**src/rtl/vga_bram_scanout.sv**
```systemverilog
// vga_bram_scanout: parametrised VGA timing generator issuing one BRAM read per displayed pixel
module vga_bram_scanout #(
  parameter int CLK_DIV_VAL    = 4,
  parameter int H_ACTIVE       = 640,
  parameter int H_FP           = 16,
  parameter int H_SYNC         = 96,
  parameter int H_BP           = 48,
  parameter int V_ACTIVE       = 480,
  parameter int V_FP           = 10,
  parameter int V_SYNC         = 2,
  parameter int V_BP           = 33,
  parameter bit SYNC_POL       = 1'b0,
  parameter int SCALE_SHIFT    = 0,
  parameter int BYTES_PER_WORD = 4,
  parameter int ADDR_WIDTH     = 32
) (
  input  logic                  clk,
  input  logic                  reset,
  input  logic                  enable,
  input  logic [ADDR_WIDTH-1:0] base_addr,
  output logic                  hsync,
  output logic                  vsync,
  output logic                  bram_en,
  output logic [ADDR_WIDTH-1:0] bram_addr,
  output logic                  active,
  output logic                  frame_start,
  output logic [11:0]           pix_x,
  output logic [11:0]           pix_y
);
  localparam int H_TOTAL = H_ACTIVE + H_FP + H_SYNC + H_BP;
  localparam int V_TOTAL = V_ACTIVE + V_FP + V_SYNC + V_BP;
  localparam int DW = $clog2(CLK_DIV_VAL);
  localparam logic [DW-1:0] DIV_MAX = DW'(CLK_DIV_VAL - 1);
  localparam logic [11:0] H_ACT = 12'(H_ACTIVE);
  localparam logic [11:0] H_SS  = 12'(H_ACTIVE + H_FP);
  localparam logic [11:0] H_SE  = 12'(H_ACTIVE + H_FP + H_SYNC);
  localparam logic [11:0] H_MAX = 12'(H_TOTAL - 1);
  localparam logic [11:0] V_ACT = 12'(V_ACTIVE);
  localparam logic [11:0] V_SS  = 12'(V_ACTIVE + V_FP);
  localparam logic [11:0] V_SE  = 12'(V_ACTIVE + V_FP + V_SYNC);
  localparam logic [11:0] V_MAX = 12'(V_TOTAL - 1);
  localparam logic [ADDR_WIDTH-1:0] ROW_W = ADDR_WIDTH'(H_ACTIVE >> SCALE_SHIFT);
  localparam logic [ADDR_WIDTH-1:0] BPW = ADDR_WIDTH'(BYTES_PER_WORD);
  logic [DW-1:0] div_cnt;
  logic [11:0] h_cnt, v_cnt;
  logic [ADDR_WIDTH-1:0] base_lat, base_sel, pix_idx;
  logic tick, h_wrap, origin, vis, rd;
  // decode the current counter state; at the frame origin the live base is used so a new frame starts on the new buffer
  always_comb begin
    tick = div_cnt == DIV_MAX;
    h_wrap = h_cnt == H_MAX;
    origin = div_cnt == '0 && h_cnt == '0 && v_cnt == '0;
    vis = h_cnt < H_ACT && v_cnt < V_ACT;
    rd = vis && div_cnt == '0;
    base_sel = origin ? base_addr : base_lat;
    pix_idx = ADDR_WIDTH'(v_cnt >> SCALE_SHIFT) * ROW_W + ADDR_WIDTH'(h_cnt >> SCALE_SHIFT);
  end
  // clock divider, raster counters and once-per-frame base latch
  always_ff @(posedge clk) begin
    if (reset || !enable) begin
      div_cnt <= '0;
      h_cnt <= '0;
      v_cnt <= '0;
      base_lat <= base_addr;
    end else begin
      div_cnt <= tick ? '0 : div_cnt + 1'b1;
      if (tick) h_cnt <= h_wrap ? '0 : h_cnt + 1'b1;
      if (tick && h_wrap) v_cnt <= v_cnt == V_MAX ? '0 : v_cnt + 1'b1;
      if (origin) base_lat <= base_addr;
    end
  end
  // registered outputs, each reflecting the counter state of the previous clk
  always_ff @(posedge clk) begin
    if (reset || !enable) begin
      hsync <= ~SYNC_POL;
      vsync <= ~SYNC_POL;
      bram_en <= 1'b0;
      bram_addr <= '0;
      active <= 1'b0;
      frame_start <= 1'b0;
      pix_x <= '0;
      pix_y <= '0;
    end else begin
      hsync <= (h_cnt >= H_SS && h_cnt < H_SE) ? SYNC_POL : ~SYNC_POL;
      vsync <= (v_cnt >= V_SS && v_cnt < V_SE) ? SYNC_POL : ~SYNC_POL;
      bram_en <= rd;
      if (rd) bram_addr <= base_sel + pix_idx * BPW;
      active <= vis;
      frame_start <= origin;
      pix_x <= h_cnt;
      pix_y <= v_cnt;
    end
  end
endmodule

```
**config.mk**
```make
export PLATFORM = sky130hd
export DESIGN_NAME = vga_bram_scanout
export DESIGN_NICKNAME = d
export VERILOG_FILES = /design/src/rtl/vga_bram_scanout.sv
export SDC_FILE = /design/constraint.sdc
export NUM_CORES = 1
export LEC_CHECK = 0
export ABC_CLOCK_PERIOD_IN_PS = 5200
export CAP_MARGIN = 25
export CORE_ASPECT_RATIO = 1.1
export CORE_MARGIN = 2
export CORE_UTILIZATION = 30
export CTS_CLUSTER_DIAMETER = 30
export DETAILED_ROUTE_END_ITERATION = 8
export PLACE_DENSITY = 0.5
export SLEW_MARGIN = 5
export SYNTH_ARGS = -nofsm -noshare
export SYNTH_HDL_FRONTEND = slang
export SYNTH_SLANG_ARGS = --single-unit
```
**constraint.sdc**
```tcl
create_clock -name clk -period 5.2 [get_ports clk]
set_input_delay 0.52 -clock clk [delete_from_list [all_inputs] [get_ports clk]]
set_output_delay 0.52 -clock clk [all_outputs]
set_load 0.05 [all_outputs]
```
==> run_results.csv, run 1 <==
group,metric,value,unit
critical_path,crit_path_max_incr_delay,620,ps
timing,worst_pin_slew,902,ps
synth,async_flop_share,0,%
critical_path,path_buf_inv,0,
global_route,grt_max_degree,48,
pwr,vdd_drop_max,0.229,mV
floorplan,initial_utilization,30.4,%
pwr,p_seq_share,35.8,%
routing,vias_per_cell,4.87,
final_layout,mostFrequentLayoutCell,"nand2_1",
critical_path,required,5520,ps
global_route,first_global_vias,5865,
pwr,power.internal,2030,uW
synth,synth_edf_count,0,
pwr,combPwrFrac,13.3,%
cts,cts-root-buf,"clkbuf_16",
synth,ys_ff_latch,119,
timing,setup_viol,0,
cts,clk_latency,430,ps
critical_path,worst_setup_path_start_kind,"flop",
timing,slew_headroom,39.3,%
synth,syn_area,6710,um^2
cts,cts.clk_slew.worst_paths,60,ps
critical_path,cp_cell_sequence,"ha_1, ha_1, fa_1, ha_1, a21oi_1, and3b_1, nand3_1, and3b_1, xor2_1, ha_1, a21oi_1, or4b_2, a32oi_1, a31oi_1, a21oi_2, or3_1, nand3_1",
critical_path,r2r_start,"v_cnt[1]",
final_layout,antenna_cells,0,
synth,synth.area.top_cells,"dfxtp_1 (36%), ha_1 (10%), nand2_1 (7.9%)",
timing,hold_viol,0,
floorplan,rows,57,
cts,ctsResizeCount,0,
global_route,grt.total_usage,16.5,%
final_layout,final_util,39.9,%
routing,wl_met3,681,um
synth,synth_nets,928,
pwr,p_clk_share,50.9,%
timing,tns,0,ps
cts,clock-sinks,119,
final_layout,mostFrequentLayoutCells,"nand2_1 (142), dfxtp_1 (117), clkdlybuf4s50_1 (95)",
flow_run,maxCapViolations,0,
critical_path,cp.arrival,5140,ps
hold_path,hold_path_end,"bram_addr[24]",
routing,firstDrtPassIters,4,
cts,cts-htree-levels,4,
pwr,p_sw,690,uW
floorplan,die-area,23600,um^2
critical_path,cpMaxStageDelayCell,"or4b_2",
routing,drt-met1-wl,8.55,mm
global_route,grt_pass1_wl,30.9,mm
routing,via_count,6071,
synth,yosysSeqAreaShare,35.5,%
routing,wl_met2,9.26,mm
synth,synth_warnings,0,
synth,syn_inst,835,
cts,post_cts_buffers,0,
timing,finalCriticalPeriod,4820,ps
synth,ys.flop_type,"dfxtp_1",
cts,numCtsBuffers,17,
pwr,p_per_area,309,nW/um^2
routing,drtIter0Drc,394,
hold_path,whs_path_depth,2,
routing,remaining_drc_errors,0,
critical_path,cpLargestDelayFamily,"adder cells",
synth,netlist.area_leader.share,35.5,%
pwr,power_leakage,0.00381,uW
routing,ant_nets,0,
pwr,swShare,25.4,%
placement,place_congestion,0.828,
hold_path,hp-start,"bram_addr[24]",
synth,avgSynthCellArea,8.04,um^2
global_route,gr-total-overflow,0,
critical_path,worstSetupPathType,"flop to flop",
global_route,antenna_found_initial,0,
timing,rsz0062_at_grt,"false",
routing,topRoutingLayerUsed,"met4",
timing,finalMaxSlewViolations,0,
critical_path,r2r_slack,380,ps
routing,drt_wl_total,18.7,mm
cts,postCtsHoldBufs,0,
critical_path,r2r-end,"bram_addr[30]",
timing,clock.fmax,207,MHz
floorplan,ios,96,
status,status,"finished, final reports clean",
floorplan,dieWidth,147,um
critical_path,crit_top_cell,"ha_1",
floorplan,die_h,161,um
placement,io_buffers,95,
timing,fin_skew,7.20,ps
floorplan,core,22000,um^2
synth,ys_types,62,
routing,routedWlPerCell,15.0,um
synth,yosys.area.top_type,"dfxtp_1",
cts,clockBufferDepth,2,
timing,final.period_utilization,92.7,%
final_layout,syn_to_final_growth,31.0,%
hold_path,worstHoldPathType,"flop to flop",
final_layout,drive_above_1_share,7.67,%
placement,hpwl,13.9,mm
critical_path,ff2ff_path_depth,17,
critical_path,path_max_fanout,7,
cts,cts_tree,"done",
critical_path,end_kind,"flop",
final_layout,nets,1032,
## metrics by stage
step	total power (uW)	hold WS [ps]	area (um^2)	worst slack (ps)	std cells
2_1_floorplan	1220	427	6710	613	835
3_3_place_gp	1350	448	8100	283	1215
3_5_place_dp	1350	446	8100	175	1215
4_1_cts	2750	454	8790	170	1247
5_1_grt	2830	476	8790	23.0	1247
6_report	2720	451	8790	379	1247
## cell usage after synthesis, types with 15 or more instances
cell type	number
nand2_1	142
dfxtp_1	119
nor2_1	90
ha_1	55
a21oi_1	40
nand3_1	37
o21ai_0	34
clkbuf_1	29
a31oi_1	28
and2_1	25
xor2_1	24
xnor2_1	20
nand4_1	17
inv_1	16
nor3_1	15
## registers in the layout (all words and copies together) (netlist names)
name / cells
v_cnt: 12
pix_x: 12
hsync: 1
vsync: 1
base_lat: 32
frame_start: 1
bram_addr: 32
div_cnt: 2
active: 1
h_cnt: 12
bram_en: 1
pix_y: 12
## how the worst max path moves through the flow
| stage | end | cells past startpoint | from |
|---|---|---|---|
| floorplan | bram_addr[30] | 17 | v_cnt[3] |
| global placement | bram_addr[30] | 17 | v_cnt[1] |
| detailed placement | bram_addr[30] | 17 | v_cnt[1] |
| CTS | bram_addr[30] | 17 | v_cnt[1] |
| global route | bram_addr[30] | 17 | v_cnt[2] |
| finish | bram_addr[30] | 17 | v_cnt[1] |
## cell type report
| type | count | area (um^2) |
|---|---|---|
| Fill cell | 2268 | 13200 |
| Multi-Input combinational cell | 665 | 4140 |
| Sequential cell | 119 | 2380 |
| Timing Repair Buffer | 120 | 1150 |
| Clock buffer | 21 | 470 |
| Tap cell | 295 | 369 |
| Clock inverter | 11 | 219 |
| Inverter | 16 | 60.1 |
## tightest hold or removal path, cell delays in order, from the launching register on
cell and delay [ps]:
dfxtp_1 300, nand2_1 50, a21oi_1 50
## metal layers
layer / up-vias / GRT usage, %
met1: 2798 / 20.8
met5: - / 0
li1: 3161 / -
met3: 20 / 3.35
met2: 92 / 28.1
met4: 0 / 5.43
## logic make-up after synthesis
| kind of cell | count (synthesis) | share of synthesized area (%) |
|---|---|---|
| fa+ha+maj | 58 | 11.2 |
| xor+xnor | 44 | 5.74 |
| buf+inv | 51 | 3.02 |
| mux | 12 | 1.86 |
| compound gates | 161 | 15.1 |
| simple gates | 389 | 27.5 |
| other cells | 1 | 0.0559 |
| flops | 119 | 35.5 |
## power by group through the flow
stage | sequential (uW) | combinational [uW] | clock, uW
5_1_grt | 975 | 397 | 1460
6_report | 971 | 361 | 1380
4_1_cts | 971 | 364 | 1420
3_3_place_gp | 990 | 361 | 0
2_1_floorplan | 1040 | 181 | 0
3_5_place_dp | 991 | 362 | 0
Note: power is estimated with default switching activity, not from simulation.
==> run 2: changes to the inputs <==
--- a/config.mk
+++ b/config.mk
@@ -8,7 +8,6 @@
 export ABC_CLOCK_PERIOD_IN_PS = 5200
 export CAP_MARGIN = 25
 export CORE_ASPECT_RATIO = 1.1
-export CORE_MARGIN = 2
 export CORE_UTILIZATION = 30
 export CTS_CLUSTER_DIAMETER = 30
 export DETAILED_ROUTE_END_ITERATION = 8
==> run 2 against run 1 <==
Against the previous run:
- routed wire length about the same
- clock power down 15%
- first-iteration DRC count down 17%
- final cell count down 0.24%
- via count up 2.3%
- sequential share of layout area up 0.46 points
- die area down 2.6%
- fmax up 1.1%
- worst setup slack better by 53 ps
- combinational power about the same
==> run_results.csv, run 2 (synthesized netlist as in run 1, its figures left out) <==
group,metric,value,unit
timing,worst_hold_slack,455,ps
timing,finalMaxSlewViolations,0,
placement,hpwl,14.0,mm
final_layout,syn_to_final_growth,28.9,%
status,status,"finished, final reports clean",
floorplan,rows,57,
cts,clockBufferDepth,2,
floorplan,ios,96,
hold_path,worstHoldPathType,"flop to flop",
pwr,p_clk_share,46.8,%
global_route,grt_max_degree,46,
timing,fin_skew,13.4,ps
routing,vias_per_cell,4.99,
placement,io_buffers,95,
critical_path,path_max_fanout,7,
critical_path,path_buf_inv,1,
final_layout,mostFrequentLayoutCells,"nand2_1 (142), dfxtp_1 (117), clkdlybuf4s50_1 (95)",
global_route,grt_pass1_wl,30.6,mm
placement,place_congestion,0.771,
critical_path,cp_cell_sequence,"ha_1, ha_1, fa_1, a211oi_1, o21ai_0, a21oi_1, o21ai_0, xor2_1, xor2_1, ha_1, a21oi_2, or4b_2, a32oi_1, a31oi_1, a21oi_2, buf_4, o211ai_1",
critical_path,required,5500,ps
pwr,power_leakage,0.00374,uW
cts,clock-sinks,119,
global_route,gr-total-overflow,0,
pwr,p_per_area,289,nW/um^2
cts,numCtsBuffers,17,
pwr,vdd_drop_max,0.225,mV
global_route,antenna_found_initial,0,
routing,via_count,6208,
floorplan,dieWidth,145,um
routing,drtIter0Drc,328,
final_layout,reg_top3,"base_lat x32, bram_addr x32",
critical_path,r2r_slack,430,ps
cts,clk_latency,420,ps
flow_run,maxCapViolations,0,
timing,clock.fmax,210,MHz
final_layout,layout.cells.non_filler,1244,
routing,drt_wl_total,18.7,mm
pwr,combPwrFrac,14.4,%
cts,cts-htree-levels,4,
cts,cts-root-buf,"clkbuf_16",
floorplan,die_h,159,um
final_layout,mostFrequentLayoutCell,"nand2_1",
cts,cts.clk_slew.worst_paths,60,ps
critical_path,cpLargestDelayFamily,"compound AO/OA/AOI/OAI gates",
critical_path,cp.arrival,5060,ps
critical_path,crit_path_max_incr_delay,620,ps
cts,cts_tree,"done",
final_layout,nets,1029,
critical_path,cpMaxStageDelayCell,"or4b_2",
critical_path,worst_setup_path_start_kind,"flop",
floorplan,initial_utilization,30.4,%
critical_path,end_kind,"flop",
timing,slew_headroom,48.4,%
timing,worst_pin_slew,768,ps
floorplan,core,22000,um^2
timing,hold_viol,0,
routing,remaining_drc_errors,0,
routing,routedWlPerCell,15.0,um
critical_path,worstSetupPathType,"flop to flop",
pwr,swShare,27.4,%
routing,firstDrtPassIters,6,
timing,setup_viol,0,
timing,finalCriticalPeriod,4770,ps
global_route,grt.total_usage,17.3,%
floorplan,die-area,23000,um^2
pwr,p_sw,686,uW
global_route,first_global_vias,5780,
routing,ant_nets,0,
final_layout,antenna_cells,0,
pwr,power.internal,1810,uW
timing,final.period_utilization,91.7,%
final_layout,drive_above_1_share,7.27,%
placement,dp.cells,1210,
critical_path,crit_top_cell,"ha_1",
pwr,p_seq_share,38.8,%
[run 2: per-stage QoR]
| step | power (uW) | area, um^2 | util, % | setup TNS [ps] | setup slack [ps] |
|---|---|---|---|---|---|
| floorplan | 1220 | 6710 | - | 0 | 613 |
| global placement | 1350 | 8050 | 36.5 | 0 | 231 |
| detailed placement | 1350 | 8050 | 36.5 | 0 | 102 |
| CTS | 2520 | 8620 | 39.1 | 0 | 103 |
| global route | 2600 | 8650 | 39.2 | -1.59 | -1.59 |
| finish | 2500 | 8650 | 39.2 | 0 | 432 |
[run 2: area by class of cell]
type	instances	area, um^2
Inverter	16	60.1
Clock inverter	9	100
Fill cell	2287	13400
Timing Repair Buffer	117	1120
Clock buffer	23	468
Multi-Input combinational cell	665	4150
Tap cell	295	369
Sequential cell	119	2380
[run 2: metal layers]
metal  up-vias  global-route usage (%)  routed length [um]
li1       3143                       -                   -
met1      2915                    22.3                8740
met2       132                    28.9                9090
met3        18                    3.44                 660
met4         0                    4.59                 226
met5         -                       0                   0
[run 2: path summary, 6_finish.rpt]
path | depth (start not counted) | startpoint | to
max | 17 | v_cnt[1] | bram_addr[26]
min | 2 | bram_addr[24] | bram_addr[24]
max reg2reg | 17 | v_cnt[1] | bram_addr[26]
min reg2reg | 2 | bram_addr[24] | bram_addr[24]
[run 2: tightest hold or removal path: stages, from the launching register on]
cell	delay (ps)
dfxtp_1	310
nand2_1	50
a21oi_1	50
[run 2: power groups by stage]
| stage | combinational, uW | clock (uW) | sequential [uW] |
|---|---|---|---|
| 2_1_floorplan | 181 | 0 | 1040 |
| 3_3_place_gp | 356 | 0 | 991 |
| 3_5_place_dp | 358 | 0 | 990 |
| 4_1_cts | 359 | 1190 | 971 |
| 5_1_grt | 397 | 1230 | 975 |
| 6_report | 360 | 1170 | 971 |
[run 2: repair_timing]
item                                    in CTS  in global routing
buffers inserted                             0                  1
resized for setup                            0                  5
hold buffers                                 0                  0
endpoints found under the setup margin       0                  7
==> run 3: changes to the inputs <==
--- a/config.mk
+++ b/config.mk
@@ -6,7 +6,7 @@
 export NUM_CORES = 1
 export LEC_CHECK = 0
 export ABC_CLOCK_PERIOD_IN_PS = 5200
-export CAP_MARGIN = 25
+export CAP_MARGIN = 5
 export CORE_ASPECT_RATIO = 1.1
 export CORE_UTILIZATION = 30
 export CTS_CLUSTER_DIAMETER = 30
==> run 3 against run 2 <==
Against the previous run:
- clock skew decreased by 1.4 ps
- utilization fell by 0.051 points
- critical path depth did not move
- combinational power about the same
- power about the same
- hold slack is essentially flat
==> run_results.csv, run 3 (synthesized netlist as in run 1, its figures left out) <==
group,metric,value,unit
status,status,"finished, final reports clean",
floorplan,die-area,23000,um^2
global_route,antenna_found_initial,0,
placement,post-place-ws,102,ps
routing,via_count,6164,
final_layout,antenna_cells,0,
timing,tns,0,ps
global_route,gr-total-overflow,0,
placement,placed_area,8050,um^2
critical_path,worst_setup_path_start_kind,"flop",
timing,clock.fmax,209,MHz
floorplan,rows,57,
timing,finalMaxSlewViolations,0,
critical_path,worstSetupPathType,"flop to flop",
pwr,power_leakage,0.00373,uW
routing,drt_wl_total,18.8,mm
final_layout,syn_to_final_growth,28.7,%
routing,ant_nets,0,
critical_path,r2r_slack,410,ps
timing,setup_viol,0,
cts,postCtsHoldBufs,0,
hold_path,worstHoldPathType,"flop to flop",
critical_path,cp.arrival,5090,ps
final_layout,reg_top3,"base_lat x32, bram_addr x32",
placement,place_congestion,0.771,
critical_path,r2r_start,"v_cnt[1]",
cts,cts-htree-levels,4,
cts,cts-root-buf,"clkbuf_16",
placement,hpwl,14.0,mm
cts,cts.clk_slew.worst_paths,60,ps
critical_path,required,5490,ps
cts,clockBufferDepth,2,
global_route,grt_max_degree,46,
final_layout,layout.cells.non_filler,1243,
routing,remaining_drc_errors,0,
timing,fin_skew,11.9,ps
final_layout,nets,1028,
floorplan,core,22000,um^2
global_route,first_global_vias,5780,
pwr,vdd_drop_max,0.225,mV
cts,cts_tree,"done",
cts,clock-sinks,119,
global_route,grt_pass1_wl,30.6,mm
floorplan,initial_utilization,30.4,%
final_layout,mostFrequentLayoutCell,"nand2_1",
critical_path,startpoint,"v_cnt[1]",
critical_path,cp-endpoint,"bram_addr[26]",
cts,clk_latency,420,ps
timing,layout_setup_ws,409,ps
timing,hold_viol,0,
timing,finalCriticalPeriod,4790,ps
timing,worst_hold_slack,455,ps
timing,worst_pin_slew,1040,ps
routing,drtIter0Drc,365,
floorplan,ios,96,
critical_path,end_kind,"flop",
critical_path,path_max_fanout,7,
final_layout,drive_above_1_share,7.17,%
global_route,grt.total_usage,17.3,%
final_layout,mostFrequentLayoutCells,"nand2_1 (142), dfxtp_1 (117), clkdlybuf4s50_1 (95)",
routing,vias_per_cell,4.96,
timing,slew_headroom,30.8,%
placement,dp.cells,1210,
pwr,p_per_area,289,nW/um^2
critical_path,ff2ff_path_depth,17,
placement,io_buffers,95,
final_layout,finalInstanceArea,8640,um^2
timing,final.period_utilization,92.1,%
floorplan,die_h,159,um
floorplan,dieWidth,145,um
flow_run,maxCapViolations,0,
critical_path,r2r-end,"bram_addr[26]",
routing,firstDrtPassIters,7,
routing,routedWlPerCell,15.1,um
cts,numCtsBuffers,17,
[run 3: worst max-delay path, cell delays in order (launching register included)]
cell	delay, ps
dfxtp_2	360
ha_1	300
ha_1	240
fa_1	440
a211oi_1	260
o21ai_0	160
a21oi_1	140
o21ai_0	150
xor2_1	310
xor2_1	230
ha_1	330
a21oi_2	210
or4b_2	620
a32oi_1	200
a31oi_1	180
a21oi_2	280
buf_4	160
o211ai_1	80
[run 3: worst min path at each step]
stage / start / cells after the start / endpoint
2_1_floorplan: div_cnt[0] / 1 / div_cnt[0]
3_3_place_gp: div_cnt[0] / 1 / div_cnt[0]
3_5_place_dp: bram_addr[2] / 2 / bram_addr[2]
4_1_cts: bram_addr[24] / 2 / bram_addr[24]
5_1_grt: bram_addr[18] / 2 / bram_addr[18]
6_report: bram_addr[24] / 2 / bram_addr[24]
[run 3: metal layers]
layer  global-route usage (%)  wire, um  vias to the layer above
met5                        0         0                        -
met4                     4.59       213                        0
met3                     3.44       669                       13
met2                     28.9      9140                      124
met1                     22.3      8740                     2888
li1                         -         -                     3139
[run 3: cell type report]
type                            count  area [um^2]
Clock buffer                       23          468
Clock inverter                      9          100
Fill cell                        2288        13400
Inverter                           16         60.1
Multi-Input combinational cell    665         4150
Sequential cell                   119         2380
Tap cell                          295          369
Timing Repair Buffer              116         1110
[run 3: per-stage QoR]
stage / total power [uW] / utilization, %
after detailed placement: 1350 / 36.5
after floorplan: 1220 / -
after CTS: 2520 / 39.1
after global routing: 2600 / 39.2
after global placement: 1350 / 36.5
final: 2500 / 39.2
[run 3: timing repair]
item / in CTS / in global routing
gates resized for setup: 0 / 5
buffers inserted: 0 / 1
hold endpoints to repair: 0 / 0
endpoints found under the setup margin: 0 / 7
[run 3: power by group]
group	leakage (uW)	switching [uW]	internal, uW	total [uW]
logic	0.00248	225	133	358
registers	0.000977	17.6	953	971
clock network	0.000277	442	726	1170
total	0.00373	684	1810	2500
